$ cat src/rtl/oldland_mem_arbiter_pkg.sv
// Shared encodings for the oldland memory arbiter: access widths, arbiter
// states and grant identities.
package oldland_mem_arbiter_pkg;

  localparam logic [1:0] MEM_WIDTH_BYTE = 2'b00;
  localparam logic [1:0] MEM_WIDTH_HALF = 2'b01;
  localparam logic [1:0] MEM_WIDTH_WORD = 2'b10;

  typedef enum logic [1:0] {
    ARB_IDLE  = 2'b00,
    ARB_BUS_I = 2'b01,
    ARB_BUS_D = 2'b10
  } arb_state_t;

  typedef enum logic {
    GRANT_INSN = 1'b0,
    GRANT_DATA = 1'b1
  } grant_t;

  // The external bus is word addressed; byte offsets travel as lane selects.
  function automatic logic [31:0] word_addr(input logic [31:0] addr);
    return addr & 32'hFFFF_FFFC;
  endfunction

endpackage

$ cat src/rtl/oldland_mem_arbiter_if.sv
// Fetch port, data port and external bus signals of the memory arbiter.
// master is the arbiter's view, slave is the view of the surrounding core/bus.
interface oldland_mem_arbiter_if;
  logic        i_access;
  logic [31:0] i_addr;
  logic        i_ack;
  logic [31:0] i_data;
  logic        i_error;
  logic        d_access;
  logic [31:0] d_addr;
  logic        d_wr_en;
  logic [1:0]  d_width;
  logic [31:0] d_wr_val;
  logic        d_ack;
  logic [31:0] d_data;
  logic        d_error;
  logic        bus_access;
  logic [31:0] bus_addr;
  logic        bus_wr_en;
  logic [3:0]  bus_bytesel;
  logic [31:0] bus_wr_val;
  logic [31:0] bus_data;
  logic        bus_ack;
  logic        bus_error;

  modport master (
    input  i_access, i_addr, d_access, d_addr, d_wr_en, d_width, d_wr_val,
           bus_data, bus_ack, bus_error,
    output i_ack, i_data, i_error, d_ack, d_data, d_error,
           bus_access, bus_addr, bus_wr_en, bus_bytesel, bus_wr_val
  );

  modport slave (
    output i_access, i_addr, d_access, d_addr, d_wr_en, d_width, d_wr_val,
           bus_data, bus_ack, bus_error,
    input  i_ack, i_data, i_error, d_ack, d_data, d_error,
           bus_access, bus_addr, bus_wr_en, bus_bytesel, bus_wr_val
  );
endinterface

$ cat src/rtl/oldland_mem_arbiter_byte_lane.sv
// Byte-lane steering for sub-word data accesses: lane selects and store
// replication for the request, right-alignment and zero-extension for loads.
module oldland_byte_lane
  import oldland_mem_arbiter_pkg::*;
(
  input  logic [1:0]  req_width,
  input  logic [1:0]  req_offset,
  input  logic [31:0] wr_val,
  input  logic [1:0]  rsp_width,
  input  logic [1:0]  rsp_offset,
  input  logic [31:0] rd_raw,
  output logic [3:0]  bytesel,
  output logic [31:0] wr_rep,
  output logic [31:0] rd_aligned
);

  // Request side: active lanes and store data copied onto every lane.
  always_comb begin
    bytesel = 4'b1111;
    wr_rep  = wr_val;
    case (req_width)
      MEM_WIDTH_BYTE: begin
        bytesel = 4'b0001 << req_offset;
        wr_rep  = {4{wr_val[7:0]}};
      end
      MEM_WIDTH_HALF: begin
        bytesel = 4'b0011 << {req_offset[1], 1'b0};
        wr_rep  = {2{wr_val[15:0]}};
      end
      default: begin
        bytesel = 4'b1111;
        wr_rep  = wr_val;
      end
    endcase
  end

  // Response side: move the addressed lanes down to bit 0, clear the rest.
  always_comb begin
    rd_aligned = rd_raw;
    case (rsp_width)
      MEM_WIDTH_BYTE: rd_aligned = (rd_raw >> {rsp_offset, 3'b000}) & 32'h0000_00FF;
      MEM_WIDTH_HALF: rd_aligned = (rd_raw >> {rsp_offset[1], 4'b0000}) & 32'h0000_FFFF;
      default:        rd_aligned = rd_raw;
    endcase
  end

endmodule

$ cat src/rtl/oldland_mem_arbiter.sv
// Round-robin arbiter sharing one external memory bus between instruction
// fetch and data access, with bus timeout reported as an error completion.
module oldland_mem_arbiter
  import oldland_mem_arbiter_pkg::*;
#(
  parameter int unsigned TIMEOUT_CYCLES = 255
) (
  input logic                    clk,
  input logic                    rst_n,
  oldland_mem_arbiter_if.master  mif
);

  localparam logic [7:0] TMO_LAST = 8'(TIMEOUT_CYCLES - 1);

  arb_state_t  state_q, state_d;
  grant_t      last_grant_q, last_grant_d;
  logic [7:0]  cnt_q, cnt_d;
  logic [1:0]  d_width_q, d_width_d;
  logic [1:0]  d_off_q, d_off_d;
  logic        bus_access_q, bus_access_d;
  logic [31:0] bus_addr_q, bus_addr_d;
  logic        bus_wr_en_q, bus_wr_en_d;
  logic [3:0]  bus_bytesel_q, bus_bytesel_d;
  logic [31:0] bus_wr_val_q, bus_wr_val_d;
  logic        i_ack_q, i_ack_d;
  logic [31:0] i_data_q, i_data_d;
  logic        i_error_q, i_error_d;
  logic        d_ack_q, d_ack_d;
  logic [31:0] d_data_q, d_data_d;
  logic        d_error_q, d_error_d;

  logic        elig_i_s, elig_d_s;
  logic [3:0]  lane_sel_s;
  logic [31:0] lane_wr_s, lane_rd_s;

  oldland_byte_lane u_byte_lane (
    .req_width  (mif.d_width),
    .req_offset (mif.d_addr[1:0]),
    .wr_val     (mif.d_wr_val),
    .rsp_width  (d_width_q),
    .rsp_offset (d_off_q),
    .rd_raw     (mif.bus_data),
    .bytesel    (lane_sel_s),
    .wr_rep     (lane_wr_s),
    .rd_aligned (lane_rd_s)
  );

  // A request still held high in its own ack cycle is already served.
  assign elig_i_s = mif.i_access & ~i_ack_q;
  assign elig_d_s = mif.d_access & ~d_ack_q;

  // Next-state and next-output computation for the arbiter.
  always_comb begin
    state_d       = state_q;
    last_grant_d  = last_grant_q;
    cnt_d         = cnt_q;
    d_width_d     = d_width_q;
    d_off_d       = d_off_q;
    bus_access_d  = bus_access_q;
    bus_addr_d    = bus_addr_q;
    bus_wr_en_d   = bus_wr_en_q;
    bus_bytesel_d = bus_bytesel_q;
    bus_wr_val_d  = bus_wr_val_q;
    i_ack_d       = 1'b0;
    i_data_d      = i_data_q;
    i_error_d     = i_error_q;
    d_ack_d       = 1'b0;
    d_data_d      = d_data_q;
    d_error_d     = d_error_q;
    case (state_q)
      ARB_IDLE: begin
        if (elig_i_s && (!elig_d_s || (last_grant_q == GRANT_DATA))) begin
          state_d       = ARB_BUS_I;
          last_grant_d  = GRANT_INSN;
          cnt_d         = 8'd0;
          bus_access_d  = 1'b1;
          bus_addr_d    = word_addr(mif.i_addr);
          bus_wr_en_d   = 1'b0;
          bus_bytesel_d = 4'b1111;
          bus_wr_val_d  = 32'd0;
        end else if (elig_d_s) begin
          state_d       = ARB_BUS_D;
          last_grant_d  = GRANT_DATA;
          cnt_d         = 8'd0;
          d_width_d     = mif.d_width;
          d_off_d       = mif.d_addr[1:0];
          bus_access_d  = 1'b1;
          bus_addr_d    = word_addr(mif.d_addr);
          bus_wr_en_d   = mif.d_wr_en;
          bus_bytesel_d = lane_sel_s;
          bus_wr_val_d  = lane_wr_s;
        end else begin
          bus_access_d  = 1'b0;
        end
      end
      ARB_BUS_I, ARB_BUS_D: begin
        // A slave ack on the final timeout cycle still counts as a normal completion.
        if (mif.bus_ack || (cnt_q == TMO_LAST)) begin
          state_d      = ARB_IDLE;
          bus_access_d = 1'b0;
          bus_wr_en_d  = 1'b0;
          if (state_q == ARB_BUS_I) begin
            i_ack_d   = 1'b1;
            i_data_d  = mif.bus_ack ? mif.bus_data : 32'd0;
            i_error_d = mif.bus_ack ? mif.bus_error : 1'b1;
          end else begin
            d_ack_d   = 1'b1;
            d_data_d  = mif.bus_ack ? lane_rd_s : 32'd0;
            d_error_d = mif.bus_ack ? mif.bus_error : 1'b1;
          end
        end else begin
          cnt_d = cnt_q + 8'd1;
        end
      end
      default: begin
        state_d      = ARB_IDLE;
        bus_access_d = 1'b0;
        bus_wr_en_d  = 1'b0;
      end
    endcase
  end

  // State and output registers.
  always_ff @(posedge clk or negedge rst_n) begin
    if (!rst_n) begin
      state_q       <= ARB_IDLE;
      last_grant_q  <= GRANT_INSN;
      cnt_q         <= 8'd0;
      d_width_q     <= 2'b00;
      d_off_q       <= 2'b00;
      bus_access_q  <= 1'b0;
      bus_addr_q    <= 32'd0;
      bus_wr_en_q   <= 1'b0;
      bus_bytesel_q <= 4'd0;
      bus_wr_val_q  <= 32'd0;
      i_ack_q       <= 1'b0;
      i_data_q      <= 32'd0;
      i_error_q     <= 1'b0;
      d_ack_q       <= 1'b0;
      d_data_q      <= 32'd0;
      d_error_q     <= 1'b0;
    end else begin
      state_q       <= state_d;
      last_grant_q  <= last_grant_d;
      cnt_q         <= cnt_d;
      d_width_q     <= d_width_d;
      d_off_q       <= d_off_d;
      bus_access_q  <= bus_access_d;
      bus_addr_q    <= bus_addr_d;
      bus_wr_en_q   <= bus_wr_en_d;
      bus_bytesel_q <= bus_bytesel_d;
      bus_wr_val_q  <= bus_wr_val_d;
      i_ack_q       <= i_ack_d;
      i_data_q      <= i_data_d;
      i_error_q     <= i_error_d;
      d_ack_q       <= d_ack_d;
      d_data_q      <= d_data_d;
      d_error_q     <= d_error_d;
    end
  end

  assign mif.bus_access  = bus_access_q;
  assign mif.bus_addr    = bus_addr_q;
  assign mif.bus_wr_en   = bus_wr_en_q;
  assign mif.bus_bytesel = bus_bytesel_q;
  assign mif.bus_wr_val  = bus_wr_val_q;
  assign mif.i_ack       = i_ack_q;
  assign mif.i_data      = i_data_q;
  assign mif.i_error     = i_error_q;
  assign mif.d_ack       = d_ack_q;
  assign mif.d_data      = d_data_q;
  assign mif.d_error     = d_error_q;

endmodule
$ cat src/flat_wrapper.sv
// flat-port wrapper written by rule: the top's interface ports become plain ports
module oldland_mem_arbiter_flat import oldland_mem_arbiter_pkg::*;
#(
  parameter int unsigned TIMEOUT_CYCLES = 255
)
  (clk, rst_n, mif_i_access, mif_i_addr, mif_d_access, mif_d_addr, mif_d_wr_en, mif_d_width, mif_d_wr_val, mif_bus_data, mif_bus_ack, mif_bus_error, mif_i_ack, mif_i_data, mif_i_error, mif_d_ack, mif_d_data, mif_d_error, mif_bus_access, mif_bus_addr, mif_bus_wr_en, mif_bus_bytesel, mif_bus_wr_val);
  oldland_mem_arbiter_if mif_i ();
  input logic clk;
  input logic rst_n;
  input wire logic [$bits(mif_i.i_access)-1:0] mif_i_access;
  input wire logic [$bits(mif_i.i_addr)-1:0] mif_i_addr;
  input wire logic [$bits(mif_i.d_access)-1:0] mif_d_access;
  input wire logic [$bits(mif_i.d_addr)-1:0] mif_d_addr;
  input wire logic [$bits(mif_i.d_wr_en)-1:0] mif_d_wr_en;
  input wire logic [$bits(mif_i.d_width)-1:0] mif_d_width;
  input wire logic [$bits(mif_i.d_wr_val)-1:0] mif_d_wr_val;
  input wire logic [$bits(mif_i.bus_data)-1:0] mif_bus_data;
  input wire logic [$bits(mif_i.bus_ack)-1:0] mif_bus_ack;
  input wire logic [$bits(mif_i.bus_error)-1:0] mif_bus_error;
  output wire logic [$bits(mif_i.i_ack)-1:0] mif_i_ack;
  output wire logic [$bits(mif_i.i_data)-1:0] mif_i_data;
  output wire logic [$bits(mif_i.i_error)-1:0] mif_i_error;
  output wire logic [$bits(mif_i.d_ack)-1:0] mif_d_ack;
  output wire logic [$bits(mif_i.d_data)-1:0] mif_d_data;
  output wire logic [$bits(mif_i.d_error)-1:0] mif_d_error;
  output wire logic [$bits(mif_i.bus_access)-1:0] mif_bus_access;
  output wire logic [$bits(mif_i.bus_addr)-1:0] mif_bus_addr;
  output wire logic [$bits(mif_i.bus_wr_en)-1:0] mif_bus_wr_en;
  output wire logic [$bits(mif_i.bus_bytesel)-1:0] mif_bus_bytesel;
  output wire logic [$bits(mif_i.bus_wr_val)-1:0] mif_bus_wr_val;
  assign mif_i.i_access = mif_i_access;
  assign mif_i.i_addr = mif_i_addr;
  assign mif_i.d_access = mif_d_access;
  assign mif_i.d_addr = mif_d_addr;
  assign mif_i.d_wr_en = mif_d_wr_en;
  assign mif_i.d_width = mif_d_width;
  assign mif_i.d_wr_val = mif_d_wr_val;
  assign mif_i.bus_data = mif_bus_data;
  assign mif_i.bus_ack = mif_bus_ack;
  assign mif_i.bus_error = mif_bus_error;
  assign mif_i_ack = mif_i.i_ack;
  assign mif_i_data = mif_i.i_data;
  assign mif_i_error = mif_i.i_error;
  assign mif_d_ack = mif_i.d_ack;
  assign mif_d_data = mif_i.d_data;
  assign mif_d_error = mif_i.d_error;
  assign mif_bus_access = mif_i.bus_access;
  assign mif_bus_addr = mif_i.bus_addr;
  assign mif_bus_wr_en = mif_i.bus_wr_en;
  assign mif_bus_bytesel = mif_i.bus_bytesel;
  assign mif_bus_wr_val = mif_i.bus_wr_val;
  oldland_mem_arbiter #(.TIMEOUT_CYCLES(TIMEOUT_CYCLES)) u_core (.clk(clk), .rst_n(rst_n), .mif(mif_i));
endmodule
$ cat config.mk
export PLATFORM = sky130hd
export DESIGN_NAME = oldland_mem_arbiter_flat
export DESIGN_NICKNAME = d
export VERILOG_FILES = /design/src/rtl/oldland_mem_arbiter_pkg.sv /design/src/rtl/oldland_mem_arbiter_if.sv /design/src/rtl/oldland_mem_arbiter_byte_lane.sv /design/src/rtl/oldland_mem_arbiter.sv /design/src/flat_wrapper.sv
export SDC_FILE = /design/constraint.sdc
export NUM_CORES = 1
export LEC_CHECK = 0
export ABC_AREA = 1
export CAP_MARGIN = 10
export CORE_ASPECT_RATIO = 0.75
export CORE_MARGIN = 3
export CORE_UTILIZATION = 41
export CTS_CLUSTER_DIAMETER = 40
export DETAILED_ROUTE_END_ITERATION = 7
export PLACE_DENSITY_LB_ADDON = 0.12
export SYNTH_ARGS = -nofsm -noshare
export SYNTH_HDL_FRONTEND = slang
export SYNTH_SLANG_ARGS = --single-unit
$ cat constraint.sdc
create_clock -name clk -period 1.7 [get_ports clk]
set_input_delay 0.17 -clock clk [delete_from_list [all_inputs] [get_ports clk]]
set_output_delay 0.17 -clock clk [all_outputs]
set_load 0.005 [all_outputs]
After elaboration in Yosys (flattened, before gate mapping)

Index checks and enable logic that the tools add are counted.
W data, S select, Z words.

Input bits: 137
Output and inout bits: 138
Register bits: 153
Word-level logic and storage cells: 86

$add $sub $neg: 1
Equal/unequal tests: 8
Reduce and logical (&&, ||, !) cells: 16
Shifts and indexed selects: 4
Muxes and demuxes: 35
Bitwise logic cells: 6

Operator list:

| kind                  | number |
|---|---|
| $mux W32              | 6 |
| $pmux W32 S2          | 2 |
| $shr A32 B5 Y16       | 1 |
| $shr A32 B5 Y8        | 1 |
| $mux W8               | 3 |
| $pmux W8 S2           | 1 |
| $mux W1               | 14 |
| $reduce_and A3 Y1     | 4 |
| $add A8 B1 Y8 const B | 1 |
| $eq A8 B8 Y1 const B  | 1 |
| $mux W4               | 2 |
| $pmux W4 S2           | 1 |
| $eq A2 B1 Y1 const B  | 3 |
| $logic_not A2 Y1      | 3 |
| $mux W2               | 3 |
| $not A1 Y1            | 4 |
| $pmux W1 S2           | 2 |
| $pmux W2 S2           | 1 |
| $reduce_and A2 Y1     | 2 |
| $reduce_bool A2 Y1    | 2 |
| $shl A1 B2 Y4 const A | 1 |
| $shl A2 B2 Y4 const A | 1 |
| $ne A3 B1 Y1 const B  | 1 |
| $and A1 B1 Y1         | 2 |
| other kinds (7)       | 8 |

Longest topological paths before layout

Depth in word-level cells: 7
Gate-level depth with buffers: 10
Depth with buffers taken out: 10

Modules after synthesis

Synthesis repeated with hierarchy kept, for this count alone.

Cell total of the unflattened synthesis: 975
Area, all modules: 7,474.7 sq um

By module, submodules not included:

| module              | area an instance (sq um) | cells each | seq. area each (sq um) | times used |
|---|---|---|---|---|
| oldland_mem_arbiter | 6,399.9                  | 733        | 3,778.6                | 1 |
| oldland_byte_lane   | 1,074.8                  | 242        | 0.0                    | 1 |

Worst setup path before layout

No wires, ideal clock.

Path type: reg2reg
From: register u_core.state_q[0]
To: register u_core.bus_addr_q[10], in the netlist u_core.mif.bus_addr[10]
Library setup time: 0.065 ns
Path slack: 0.121 ns
Period minus slack after synthesis: 1.579 ns
Arrival time: 1.515 ns
Path buffers: 2
Data required time: 1.635 ns
Cell stages (with the launch flop): 10
Cells stage by stage: dfrtp_1 > inv_1 > ha_1 > inv_2 > nor2_2 > buf_6 > a31oi_4 > buf_6 > nand2_1 > nand2_1

Longest elaborated chain between the ends: 2

Ends and longest elaborated chain:

| element                            | RTL line                   | RTL |
|---|---|---|
| from (decl)                        | oldland_mem_arbiter.sv:15  | `arb_state_t state_q, state_d;` |
| from (signal assigned)             | oldland_mem_arbiter.sv:143 | `state_q <= state_d;` |
| $logic_not A2 Y1                   | oldland_mem_arbiter.sv:70  | `case (state_q)` |
| $reduce_and A2 Y1 (no source line) | n/a                        |  |
| to (signal assigned)               | oldland_mem_arbiter.sv:149 | `bus_addr_q <= bus_addr_d;` |
| to (decl)                          | oldland_mem_arbiter.sv:21  | `logic [31:0] bus_addr_q, bus_addr_d;` |

Every way passes these cells.
A chain may end at the register's enable or synchronous reset.

Final worst setup path

From: register u_core.state_q[1]
To: register u_core.bus_addr_q[15], in the netlist u_core.mif.bus_addr[15]

The elaborated chain is that of the path after synthesis.

==> flow_metrics.env <==
export IMPL_status="completed"
export IMPL_synth_area_leader_cell="dfrtp_1"
export IMPL_grt_pass1_wl_um=36700
export IMPL_preCtsSetupSlack_ns=-0.0326
export IMPL_vdd_ir_drop_max_v=0.000788
export IMPL_path_buf_inv=4
export IMPL_fin_ws_ns=0.152
export IMPL_insertion_delay_ns=0.42
export IMPL_drtIter0Drc=661
export IMPL_path_cells="inv_1, ha_1, inv_2, nor2_4, inv_2, nand2_1, buf_12, nand2_1, nand2_1"
export IMPL_period_needed_ns=1.55
export IMPL_slew_headroom=0.512
export IMPL_yosysTopAreaCellShare=0.506
export IMPL_cpMostUsedCell="nand2_1"
export IMPL_place_hpwl_um=17000
export IMPL_synth_seq_cells=151
export IMPL_crit_end="u_core.mif.bus_addr[15]$_DFFE_PN0P_"
export IMPL_root_buffer="clkbuf_16"
export IMPL_antenna_found_initial=0
export IMPL_htreeDepth=4
export IMPL_die_area_mm2=0.0199
export IMPL_synth_area_mm2=0.00746
export IMPL_drv_slew=0
export IMPL_r2r_start="u_core.state_q[1]$_DFFE_PN0P_"
export IMPL_finalSetupViolCount=0
export IMPL_initial_core_util=0.420
export IMPL_place_gp_congestion=0.861
export IMPL_synth_warnings=0
export IMPL_layout_common_cells="nand2_1 (524), clkdlybuf4s50_1 (268), dfrtp_1 (151), nand3_1 (92), inv_1 (43)"
export IMPL_finClkSkew_ns=0.00915
export IMPL_path_class="register to register"
export IMPL_p_leak_nw=5.56
export IMPL_period_share=0.911
export IMPL_fin_nets=1406
export IMPL_worstMarginPinSlew_ns=0.731
export IMPL_antenna_cells=0
export IMPL_layout_cells_non_filler=1516
export IMPL_port_buffers=270
export IMPL_drt_pass1_iterations=6
export IMPL_grt_max_degree=51
export IMPL_cpPeakStageDelay_ns=0.37
export IMPL_grt_overflow_total=0
export IMPL_worst_path_stages=9
export IMPL_coreArea_mm2=0.0178
export IMPL_grt_pass1_vias=7007
export IMPL_worstPathArrival_ns=1.91
export IMPL_io_pins=275
export IMPL_ys_seq_area_frac=0.506
export IMPL_drcViolationCount=0
export IMPL_maxCapViolCount=0
export IMPL_min_path_type="input pin to register"
export IMPL_synth_area_leaders="dfrtp_1 (51%), nand2_1 (26%), nand3_1 (6.2%)"
export IMPL_rr_worst_depth=9
export IMPL_die_w_um=162
export IMPL_synth_distinct_cells=28
export IMPL_cts_sinks=151
export IMPL_holdWs_ns=0.0737
export IMPL_area_growth_pct=50.0
export IMPL_cts_buffers=17
export IMPL_fmax_mhz=646
export IMPL_place_inst=1484
export IMPL_fp_row_count=42
export IMPL_crit_path_start_kind="register"
export IMPL_vias_per_cell=4.76
export IMPL_cts_setup_buffers=0
export IMPL_grt_usage=0.233
export IMPL_final_common_cell="nand2_1"
export IMPL_rsz0062_at_grt="no"
export IMPL_drt_wirelength_per_cell_um=15.2
export IMPL_avgSynthCellArea_um2=7.60
export IMPL_crit_path_top_delay_cell="dfrtp_1"
export IMPL_postLayoutCoreUtil=0.630
export IMPL_crit_family="simple AND/OR/NAND/NOR gates"
export IMPL_synthCells=982
export IMPL_cts_clk_slew_worst_paths_ns=0.07
export IMPL_critPathLaunch="u_core.state_q[1]$_DFFE_PN0P_"
export IMPL_num_vias=7213
export IMPL_crit_required_ns=2.06
export IMPL_crit_fanout=30
export IMPL_crit_path_end_kind="register"
export IMPL_ant_nets=0
export IMPL_r2r_end="u_core.mif.bus_addr[15]$_DFFE_PN0P_"
export IMPL_cts_tree="yes"
export IMPL_die_h_um=123
export IMPL_finalWirelength_um=23000
export IMPL_r2r_slack_ns=0.15
export IMPL_drive_gt1_frac=0.0769
export IMPL_hold_viol=0
export IMPL_powerDensity_mw_per_mm2=1600
export IMPL_clockBufferDepth=2
## cell usage after synthesis
master     instances
a21oi_1            3
a31oi_4            1
buf_2             12
buf_4             10
buf_6             13
clkbuf_1          16
conb_1             1
dfrtp_1          151
ha_1               7
inv_1             43
inv_2              3
nand2_1          525
nand2_2            5
nand2_4            3
nand3_1           92
nand4_1            9
nor2_1            20
nor2_2             3
nor2_4             1
nor3b_1            1
o2111ai_1          7
o21a_1             7
o21ai_0           20
o21ai_1           17
o21bai_1           2
o22ai_1            1
or2_2              8
xnor2_1            1
## how the worst min path moves through the flow
stage                startpoint                           endpoint  slack [ns]  depth (start not counted)
finish              mif_bus_ack  u_core.mif.d_data[13]$_DFFE_PN0P_        0.07                          3
global route        mif_bus_ack  u_core.mif.d_data[13]$_DFFE_PN0P_        0.09                          3
CTS                 mif_bus_ack  u_core.mif.d_data[13]$_DFFE_PN0P_        0.06                          3
detailed placement        rst_n  u_core.mif.i_data[22]$_DFFE_PN0P_        0.13                          1
global placement          rst_n  u_core.mif.d_data[19]$_DFFE_PN0P_        0.13                          1
floorplan                 rst_n        u_core.cnt_q[0]$_DFFE_PN0P_       -0.13                          0
## per-stage QoR
stage,instance area (um2),TNS [ns],total power [mW]
global route,11200,0,19.3
CTS,11200,0,18.1
detailed placement,10600,-0.447,14.3
global placement,10600,0,14.2
floorplan,7470,0,9.59
finish,11200,0,18.0
## sequential cells by signal (all words and copies together), names as in the netlist
signal	count
u_core.cnt_q	8
u_core.mif.d_ack	1
u_core.state_q	2
u_core.mif.bus_access	1
u_core.mif.d_data	32
u_core.mif.bus_bytesel	4
u_core.d_width_q	2
u_core.mif.i_data	32
u_core.mif.i_error	1
u_core.d_off_q	2
u_core.last_grant_q	1
u_core.mif.d_error	1
u_core.mif.bus_wr_val	32
u_core.mif.i_ack	1
u_core.mif.bus_addr	30
u_core.mif.bus_wr_en	1
## report_power, final
group          internal, mW  leakage, nW  switching [mW]  total, mW
registers              5.10         1.93           0.850       5.95
clock network          2.21        0.283            1.58       3.80
logic                  4.28         3.35            3.94       8.22
## final cells by class
cell class	instances	area, um2
fillers	1621	6560
flip-flops and latches	151	3780
multi-input cells	735	3180
repair buffers	311	3170
clock buffers	18	439
well taps	242	303
inverters	46	173
clock inverters	13	150
## repair_timing
item	in CTS	in global routing
hold endpoints to repair	39	0
hold buffers	1	0
endpoints found under the setup margin	0	44
gates resized for setup	0	2
## layer usage
| layer | GRT usage | up-vias | share of wire |
|---|---|---|---|
| li1 | - | 3627 | - |
| met1 | 0.327 | 3250 | 0.46 |
| met3 | 0.0823 | 28 | 0.10 |
| met2 | 0.340 | 308 | 0.42 |
| met4 | 0.0687 | 0 | 0.017 |
| met5 | 0 | - | 0 |
## worst reg2reg max path, cell delays in order, from the launching register on
cell     delay [ns]
dfrtp_1        0.37
inv_1          0.10
ha_1           0.20
inv_2          0.05
nor2_4         0.20
inv_2          0.10
nand2_1        0.13
buf_12         0.19
nand2_1        0.09
nand2_1        0.06
## logic make-up after synthesis
group           after synthesis  share of synthesized area
simple gates                667                      0.364
flops                       151                      0.506
buf+inv                      97                     0.0689
compound gates               58                     0.0478
fa+ha+maj                     7                     0.0117
xor+xnor                      1                    0.00117
other cells                   1                   0.000502
(Power assumes the default switching activity.)
